**config.mk**
```make
export PLATFORM = sky130hd
export DESIGN_NAME = thread_regfile_sb
export DESIGN_NICKNAME = d
export VERILOG_FILES = /design/src/rtl/thread_regfile_sb.sv
export SDC_FILE = /design/constraint.sdc
export NUM_CORES = 1
export LEC_CHECK = 0
export ABC_CLOCK_PERIOD_IN_PS = 3700
export CAP_MARGIN = 20
export CORE_MARGIN = 4
export CORE_UTILIZATION = 30
export CTS_BUF_LIST = sky130_fd_sc_hd__clkbuf_2 sky130_fd_sc_hd__clkbuf_4 sky130_fd_sc_hd__clkbuf_8
export CTS_CLUSTER_SIZE = 20
export DETAILED_ROUTE_END_ITERATION = 10
export PLACE_DENSITY = 0.51
export SLEW_MARGIN = 20
export SYNTH_ARGS = -nofsm -noshare
export SYNTH_HDL_FRONTEND = slang
export SYNTH_SLANG_ARGS = --single-unit
```
**constraint.sdc**
```tcl
create_clock -name clk -period 3.7 [get_ports clk]
set_input_delay 0.74 -clock clk [delete_from_list [all_inputs] [get_ports clk]]
set_output_delay 0.74 -clock clk [all_outputs]
set_load 0.02 [all_outputs]
```
**src/rtl/thread_regfile_sb.sv**
```systemverilog
// Per-thread register file with pending-load scoreboard, memory-return write port and read-only guard.
// Reads registered (1 cycle); ld_done always accepted; stall tells the scheduler to re-issue REQUEST.

`ifndef CORE_REQUEST
`define CORE_REQUEST 3'b011
`endif
`ifndef CORE_WRITEBACK
`define CORE_WRITEBACK 3'b110
`endif

module thread_regfile_sb #(
    parameter int THREAD_ID  = 0,
    parameter int DATA_WIDTH = 8,
    parameter int NUM_REGS   = 16,
    parameter int BLOCK_DIM  = 4,
    localparam int AW        = $clog2(NUM_REGS)
) (
    input  logic                  clk,
    input  logic                  reset,
    input  logic                  enable,
    input  logic [DATA_WIDTH-1:0] block_id,
    input  logic [2:0]            core_state,
    input  logic [AW-1:0]         rd_address,
    input  logic [AW-1:0]         rs_address,
    input  logic [AW-1:0]         rt_address,
    input  logic [DATA_WIDTH-1:0] WriteData,
    input  logic                  RegWrite,
    input  logic                  ld_issue,
    input  logic                  ld_done,
    input  logic [AW-1:0]         ld_address,
    input  logic [DATA_WIDTH-1:0] ld_data,
    output logic [DATA_WIDTH-1:0] rs,
    output logic [DATA_WIDTH-1:0] rt,
    output logic                  stall,
    output logic [NUM_REGS-1:0]   pending,
    output logic                  ro_write_err
);

    localparam int NFREE = NUM_REGS - 3;
    localparam logic [AW-1:0]         L_NFREE = AW'(NFREE);
    localparam logic [AW-1:0]         L_BIDX  = AW'(NUM_REGS - 3);
    localparam logic [AW-1:0]         L_BDIM  = AW'(NUM_REGS - 2);
    localparam logic [AW-1:0]         L_TIDX  = AW'(NUM_REGS - 1);
    localparam logic [DATA_WIDTH-1:0] L_TID_V = DATA_WIDTH'(THREAD_ID);
    localparam logic [DATA_WIDTH-1:0] L_BDM_V = DATA_WIDTH'(BLOCK_DIM);

    logic [DATA_WIDTH-1:0] r_free [NFREE];
    logic [NFREE-1:0]      r_pend;
    logic [DATA_WIDTH-1:0] r_block_idx;
    logic [DATA_WIDTH-1:0] r_rs;
    logic [DATA_WIDTH-1:0] r_rt;
    logic                  r_stall;
    logic                  r_ro_err;

    logic                  w_req;
    logic                  w_wb;
    logic                  w_rd_free;
    logic                  w_wb_free;
    logic                  w_iss_free;
    logic                  w_ld_free;
    logic                  w_ro_err;
    logic [NFREE-1:0]      w_ld_clr;
    logic [NFREE-1:0]      w_iss_set;
    logic [NFREE-1:0]      w_wb_sel;
    logic [DATA_WIDTH-1:0] w_rs_nxt;
    logic [DATA_WIDTH-1:0] w_rt_nxt;
    logic                  w_rs_pend;
    logic                  w_rt_pend;

    assign w_req      = enable && (core_state == `CORE_REQUEST);
    assign w_wb       = enable && (core_state == `CORE_WRITEBACK) && RegWrite;
    assign w_rd_free  = (rd_address < L_NFREE);
    assign w_wb_free  = w_wb && w_rd_free;
    assign w_iss_free = enable && ld_issue && w_rd_free;
    assign w_ld_free  = ld_done && (ld_address < L_NFREE);
    assign w_ro_err   = enable && !w_rd_free && (w_wb || ld_issue);

    always_comb begin
        w_ld_clr  = '0;
        w_iss_set = '0;
        w_wb_sel  = '0;
        for (int i = 0; i < NFREE; i++) begin
            w_ld_clr[i]  = w_ld_free  && (ld_address == AW'(i));
            w_iss_set[i] = w_iss_free && (rd_address == AW'(i));
            w_wb_sel[i]  = w_wb_free  && (rd_address == AW'(i));
        end
    end

    // A load landing this cycle both bypasses its data and retires its pending bit for the stall check.
    always_comb begin
        w_rs_nxt  = '0;
        w_rs_pend = 1'b0;
        for (int i = 0; i < NFREE; i++) begin
            if (rs_address == AW'(i)) begin
                w_rs_nxt  = r_free[i];
                w_rs_pend = r_pend[i] & ~w_ld_clr[i];
            end
        end
        if (rs_address == L_BIDX) w_rs_nxt = r_block_idx;
        if (rs_address == L_BDIM) w_rs_nxt = L_BDM_V;
        if (rs_address == L_TIDX) w_rs_nxt = L_TID_V;
        if (w_ld_free && (ld_address == rs_address)) w_rs_nxt = ld_data;
    end

    always_comb begin
        w_rt_nxt  = '0;
        w_rt_pend = 1'b0;
        for (int i = 0; i < NFREE; i++) begin
            if (rt_address == AW'(i)) begin
                w_rt_nxt  = r_free[i];
                w_rt_pend = r_pend[i] & ~w_ld_clr[i];
            end
        end
        if (rt_address == L_BIDX) w_rt_nxt = r_block_idx;
        if (rt_address == L_BDIM) w_rt_nxt = L_BDM_V;
        if (rt_address == L_TIDX) w_rt_nxt = L_TID_V;
        if (w_ld_free && (ld_address == rt_address)) w_rt_nxt = ld_data;
    end

    // Core writeback beats a same-address load return: it is younger in program order.
    always_ff @(posedge clk) begin
        if (reset) begin
            for (int i = 0; i < NFREE; i++) r_free[i] <= '0;
            r_pend      <= '0;
            r_block_idx <= '0;
            r_rs        <= '0;
            r_rt        <= '0;
            r_stall     <= 1'b0;
            r_ro_err    <= 1'b0;
        end else begin
            for (int i = 0; i < NFREE; i++) begin
                if (w_wb_sel[i])      r_free[i] <= WriteData;
                else if (w_ld_clr[i]) r_free[i] <= ld_data;
            end
            r_pend <= (r_pend & ~w_ld_clr) | w_iss_set;
            if (enable) r_block_idx <= block_id;
            if (w_req) begin
                r_rs    <= w_rs_nxt;
                r_rt    <= w_rt_nxt;
                r_stall <= w_rs_pend | w_rt_pend;
            end
            r_ro_err <= w_ro_err;
        end
    end

    assign rs           = r_rs;
    assign rt           = r_rt;
    assign stall        = r_stall;
    assign pending      = {3'b000, r_pend};
    assign ro_write_err = r_ro_err;

endmodule

```
## After elaboration in Yosys (flattened, before gate mapping)

Memories as Yosys holds them, arrays and structs flattened.
Cells that the tools add are included.

| word-level totals | value |
|---|---|
| bits in registers | 39 |
| memories | 1 |
| word-level logic and storage cells | 358 |
| bits in writable memories | 104 |

| cells by class | value |
|---|---|
| reduce and logical (&&, ||, !) cells | 56 |
| mux-type cells | 179 |
| eq/ne operators | 58 |
| magnitude comparators | 2 |
| bitwise operators | 56 |

Memories:

| name | words | width | read ports | clocked after Yosys merged registers in | write ports | line | source |
|---|---|---|---|---|---|---|---|
| r_free | 13 | 8 | 13 | 0 | 13 | 47 | `logic [DATA_WIDTH-1:0] r_free [NFREE];` |

Operator list:

| operator | count |
|---|---|
| two-way mux 8 bit | 60 |
| two-way mux 1 bit | 119 |
| equality test 4 bit, second input constant | 26 |
| equality test 4 x 3 -> 1 bit, second input constant | 16 |
| logical AND 1 bit | 50 |
| equality test 4 x 2 -> 1 bit, second input constant | 8 |
| bitwise OR 1 bit | 27 |
| equality test 4 x 1 -> 1 bit, second input constant | 4 |
| zero test 4 bit | 4 |
| bitwise AND 1 bit | 13 |
| bitwise AND 13 bit | 1 |
| NOT 1 bit | 13 |
| NOT 13 bit | 1 |
| bitwise OR 13 bit | 1 |
| equality test 4 bit | 2 |
| less-than comparator 4 bit, second input constant | 2 |
| equality test 3 x 2 -> 1 bit, second input constant | 1 |
| equality test 3 bit, second input constant | 1 |
| zero test 1 bit | 1 |
| logical OR 1 bit | 1 |

## Logic depth before layout (Yosys ltp)

| logic depth | value |
|---|---|
| word-level depth | 19 |
| gate-level depth with buffers | 10 |
| gate-level depth less buffers | 6 |

## Worst setup path after synthesis

No wires, ideal clock.

| timing | value |
|---|---|
| path kind | input to register |
| from | input port ld_address[0] |
| to | memory r_free[4][6] (netlist: r_free[0][38]) (data pin) |
| arrival time | 2.210 ns |
| setup slack | 1.235 ns |
| setup time | 0.255 ns |
| stages on the path | 8 |
| data required time | 3.445 ns |
| buffers on the path | 3 |
| cells stage by stage | buf_2 -> or3b_1 -> buf_6 -> or2_4 -> a211o_1 -> buf_6 -> mux2i_1 -> nor2_1 |

RTL lines:

| element | line | source |
|---|---|---|
| from (decl) | 30 | `input logic [AW-1:0] ld_address,` |
| to (decl) | 47 |  |

## Worst setup path after layout

| timing | value |
|---|---|
| from | input port rt_address[2] |
| to | register r_rt[1] (netlist: rt[1]) |

| on the way | value |
|---|---|
| cells in the longest elaborated chain, start to end | 18 |
| elaborated cells between the ends (all ways) | 35 |
| classes of those cells | 16 x eq/ne; 17 x mux; 2 x reduce/logical |

Ends and longest elaborated chain:

| element | line | source |
|---|---|---|
| from (decl) | 25 | `input logic [AW-1:0] rt_address,` |
| zero test 4 bit | 109 | `if (rt_address == AW'(i)) begin` |
| two-way mux 8 bit (13 in series) | 109 |  |
| two-way mux 8 bit | 114 | `if (rt_address == L_BIDX) w_rt_nxt = r_block_idx;` |
| two-way mux 8 bit | 115 | `if (rt_address == L_BDIM) w_rt_nxt = L_BDM_V;` |
| two-way mux 8 bit | 116 | `if (rt_address == L_TIDX) w_rt_nxt = L_TID_V;` |
| two-way mux 8 bit * | 117 | `if (w_ld_free && (ld_address == rt_address)) w_rt_nxt = ld_data;` |
| to (signal assigned) | 139 | `r_rt <= w_rt_nxt;` |
| to (decl) | 51 | `logic [DATA_WIDTH-1:0] r_rt;` |

Every way passes the cells marked *; elsewhere a longest branch is shown, timed or not.
A chain may end at the register's enable or synchronous reset.

==> impl_metrics.yaml <==
sta:
  fin_setup_tns_ns: 0
  rsz0062_at_grt: "false"
  fin_skew_ns: 0.02028
  finalCritPeriodShare_pct: 80.70
  fin_crit_ns: 2.986
  max_slew_margin_pct: 22.02
  fmax_mhz: 334.9
  finalHoldViolations: 0
  setup_violations: 0
  tightest_slew_ns: 1.166
  drv_slew: 0
global_routing:
  gr-max-usage-layer: "met2"
  overflow: 0
  grt.total_usage_pct: 25.02
  grt_pass1_vias: 8748
  grt_max_degree: 41
  grt_use_met1_pct: 33.81
  antenna_found_initial: 0
  grt_pass1_wl_um: 62990
  grt_use_met2_pct: 39.75
  met3_usage_pct: 3.364
clock_network:
  cts_max_level: 4
  cts_sinks: 143
  clockBufferDepth: 2
  clk-insertion-delay-late_ns: 0.48
  clk_pin_slew_ns: 0.11
  cts_tree: "yes"
  clockRootBuffer: "clkbuf_8"
  cts_buffers: 17
  cts_setup_buffers: 0
  postCtsHoldBufs: 0
  cts_resized: 0
floorplan:
  coreArea_um2: 30990
  die_w_um: 186.2
  start_util_pct: 30.74
  row_count: 64
  ios: 83
  die-area_um2: 34670
  die_height_um: 186.2
place:
  place_area_um2: 10880
  gp_congestion: 0.9601
  io_buffers: 79
  dp_hpwl_um: 32710
final_layout:
  antenna_cells: 0
  nNetsFinal: 1152
  final_common_cell: "nor2_1"
  final_cell_mix: "nor2_1, edfxtp_1, a21oi_1, nand2_1, clkdlybuf4s50_1"
  multi_input_area_um2: 5151
  fillers: 3177
  syn_to_final_growth_pct: 18.46
  drive_above_1_share_pct: 14.87
  seq_area_um2: 3904
  stdcell_area_um2: 11280
setup_path:
  r2r_cells: 4
  path_max_fanout: 13
  critPathLaunchType: "input pin"
  crit_type: "in2reg"
  required_ns: 4.10
  crit_path_end_kind: "flip-flop"
  regToRegStartpoint: "r_free[0][54]"
  reg2reg_to: "rs[6]"
  arrival_ns: 3.38
  r2r_slack_ns: 1.62
yosys:
  synthArstFlopShare_pct: 0
  synth_cells: 1032
  yosysSeqAreaShare_pct: 40.98
  ys_warn_count: 0
  yosys.cell_types.count: 76
  ys_seq_elements: 143
  synth_edf_count: 104
  syn_area_per_cell_um2: 9.230
  synth_ff_type: "edfxtp_1"
  synth_area_um2: 9525
power:
  powerDensity_nw_per_um2: 352.6
  total_power_uw: 3979
  combPwrFrac_pct: 19.0
  switching_share_pct: 34.44
  clkPwrFrac_pct: 33.1
  switchingPower_uw: 1370
  power.internal_uw: 2609
  leakagePower_uw: 0.004041
  vdd_ir_drop_max_v: 0.0002019
  seq_power_share_pct: 47.9
flow_run:
  cap_violations: 0
route:
  first_pass_iters: 7
  wire_per_inst_um: 29.15
  drt_iter0_markers: 1263
  drtAntennaViolNets: 0
  post_drt_via_cell_ratio: 6.135
  drc: 0
  wirelength_um: 44070
  via_count: 9276
min_path:
  holdPathEnd: "rs[3]"
  hold_class: "reg2reg"
  min_from: "rs[3]"
  whs_path_depth: 2
run_status:
  status: "complete, no violations"
==> Yosys cell counts, types with 5 or more instances <==
library cell	instances	area share (%)
clkbuf_1	55	2.2
nand2b_1	15	0.99
a21oi_1	99	5.2
nor3_1	20	1.1
o2bb2ai_1	6	0.55
a221oi_1	6	0.55
mux4_2	19	4.5
mux2i_1	65	6.8
o21ai_0	55	2.9
xnor2_1	8	0.74
buf_4	8	0.63
o21a_1	5	0.39
nand3_1	47	2.5
nor2_1	117	4.6
or3_1	12	0.79
a22oi_1	10	0.79
and3_1	11	0.72
a2111oi_0	7	0.64
o211ai_1	15	1.2
nor2b_1	22	1.4
o22ai_1	14	0.92
nand2_1	87	3.4
edfxtp_1	104	33
a22o_1	10	0.92
inv_1	13	0.51
mux2_2	31	3.7
a31oi_1	7	0.46
a211oi_1	14	1.1
or2_2	7	0.46
buf_2	22	1.2
dfxtp_1	39	8.2
==> worst max path at each step <==
| stage | from | end | slack (ns) | cells past startpoint |
|---|---|---|---|---|
| floorplan | ld_address[0] | r_free[0][38] | 1.24 | 8 |
| global placement | rt_address[2] | rt[1] | 0.35 | 7 |
| detailed placement | rt_address[2] | rt[1] | 0.32 | 7 |
| CTS | rt_address[2] | rt[1] | 0.83 | 7 |
| global route | rt_address[2] | rt[1] | 0.66 | 7 |
| finish | rt_address[2] | rt[1] | 0.71 | 7 |
==> layer usage <==
metal  up-vias  share of wire (%)
met5         -                  0
met4         0                5.3
met3       113                7.5
met2       551                 46
met1      4597                 41
li1       4015                  -
==> sequential cells by signal, indices dropped and copies added (netlist names) <==
signal / flops
r_block_idx: 8
ro_write_err: 1
r_free: 104
r_pend: 13
rt: 8
rs: 8
stall: 1
==> worst max-delay path: stages <==
cell,delay (ns)
clkdlybuf4s50_1,0.93
nand3b_1,0.37
nor2_1,0.27
o21ai_0,0.10
a222oi_1,0.55
a2111oi_0,0.18
a211oi_1,0.22
==> logic make-up after synthesis <==
family	after synthesis	synth area share, %
AOI/OAI and AO/OA	296	20.15
xor gates and xnor gates	8	0.7356
buffers and inverters	106	5.018
DFF	143	40.98
muxes	115	14.99
other	1	0.03937
and+or+nand+nor	363	18.09
==> area by class of cell <==
cell class | count | area share, %
flip-flops and latches | 143 | 34.60
repair buffers | 142 | 11.31
clock inverters | 15 | 1.508
well taps | 396 | 4.391
multi-input cells | 785 | 45.65
clock buffers | 17 | 2.074
inverters | 14 | 0.4657
==> power by group through the flow <==
stage          clock network [µW]  logic (µW)  registers [µW]
5_1_grt                      1380         791            1910
4_1_cts                      1330         739            1900
3_3_place_gp                    0         739            1930
3_5_place_dp                    0         736            1930
6_report                     1320         755            1910
2_1_floorplan                   0         418            1890
==> stage by stage <==
step / hold WS [ns] / cells / utilization (%) / setup WS [ns]
after CTS: 0.4901 / 1512 / 36.41 / 0.8323
after global routing: 0.5017 / 1512 / 36.41 / 0.6579
after global placement: 0.4752 / 1480 / 35.11 / 0.3530
after floorplan: 0.4604 / 1034 / - / 1.235
final: 0.4843 / 1512 / 36.41 / 0.7142
after detailed placement: 0.4745 / 1480 / 35.11 / 0.3231
(Power assumes the default switching activity.)
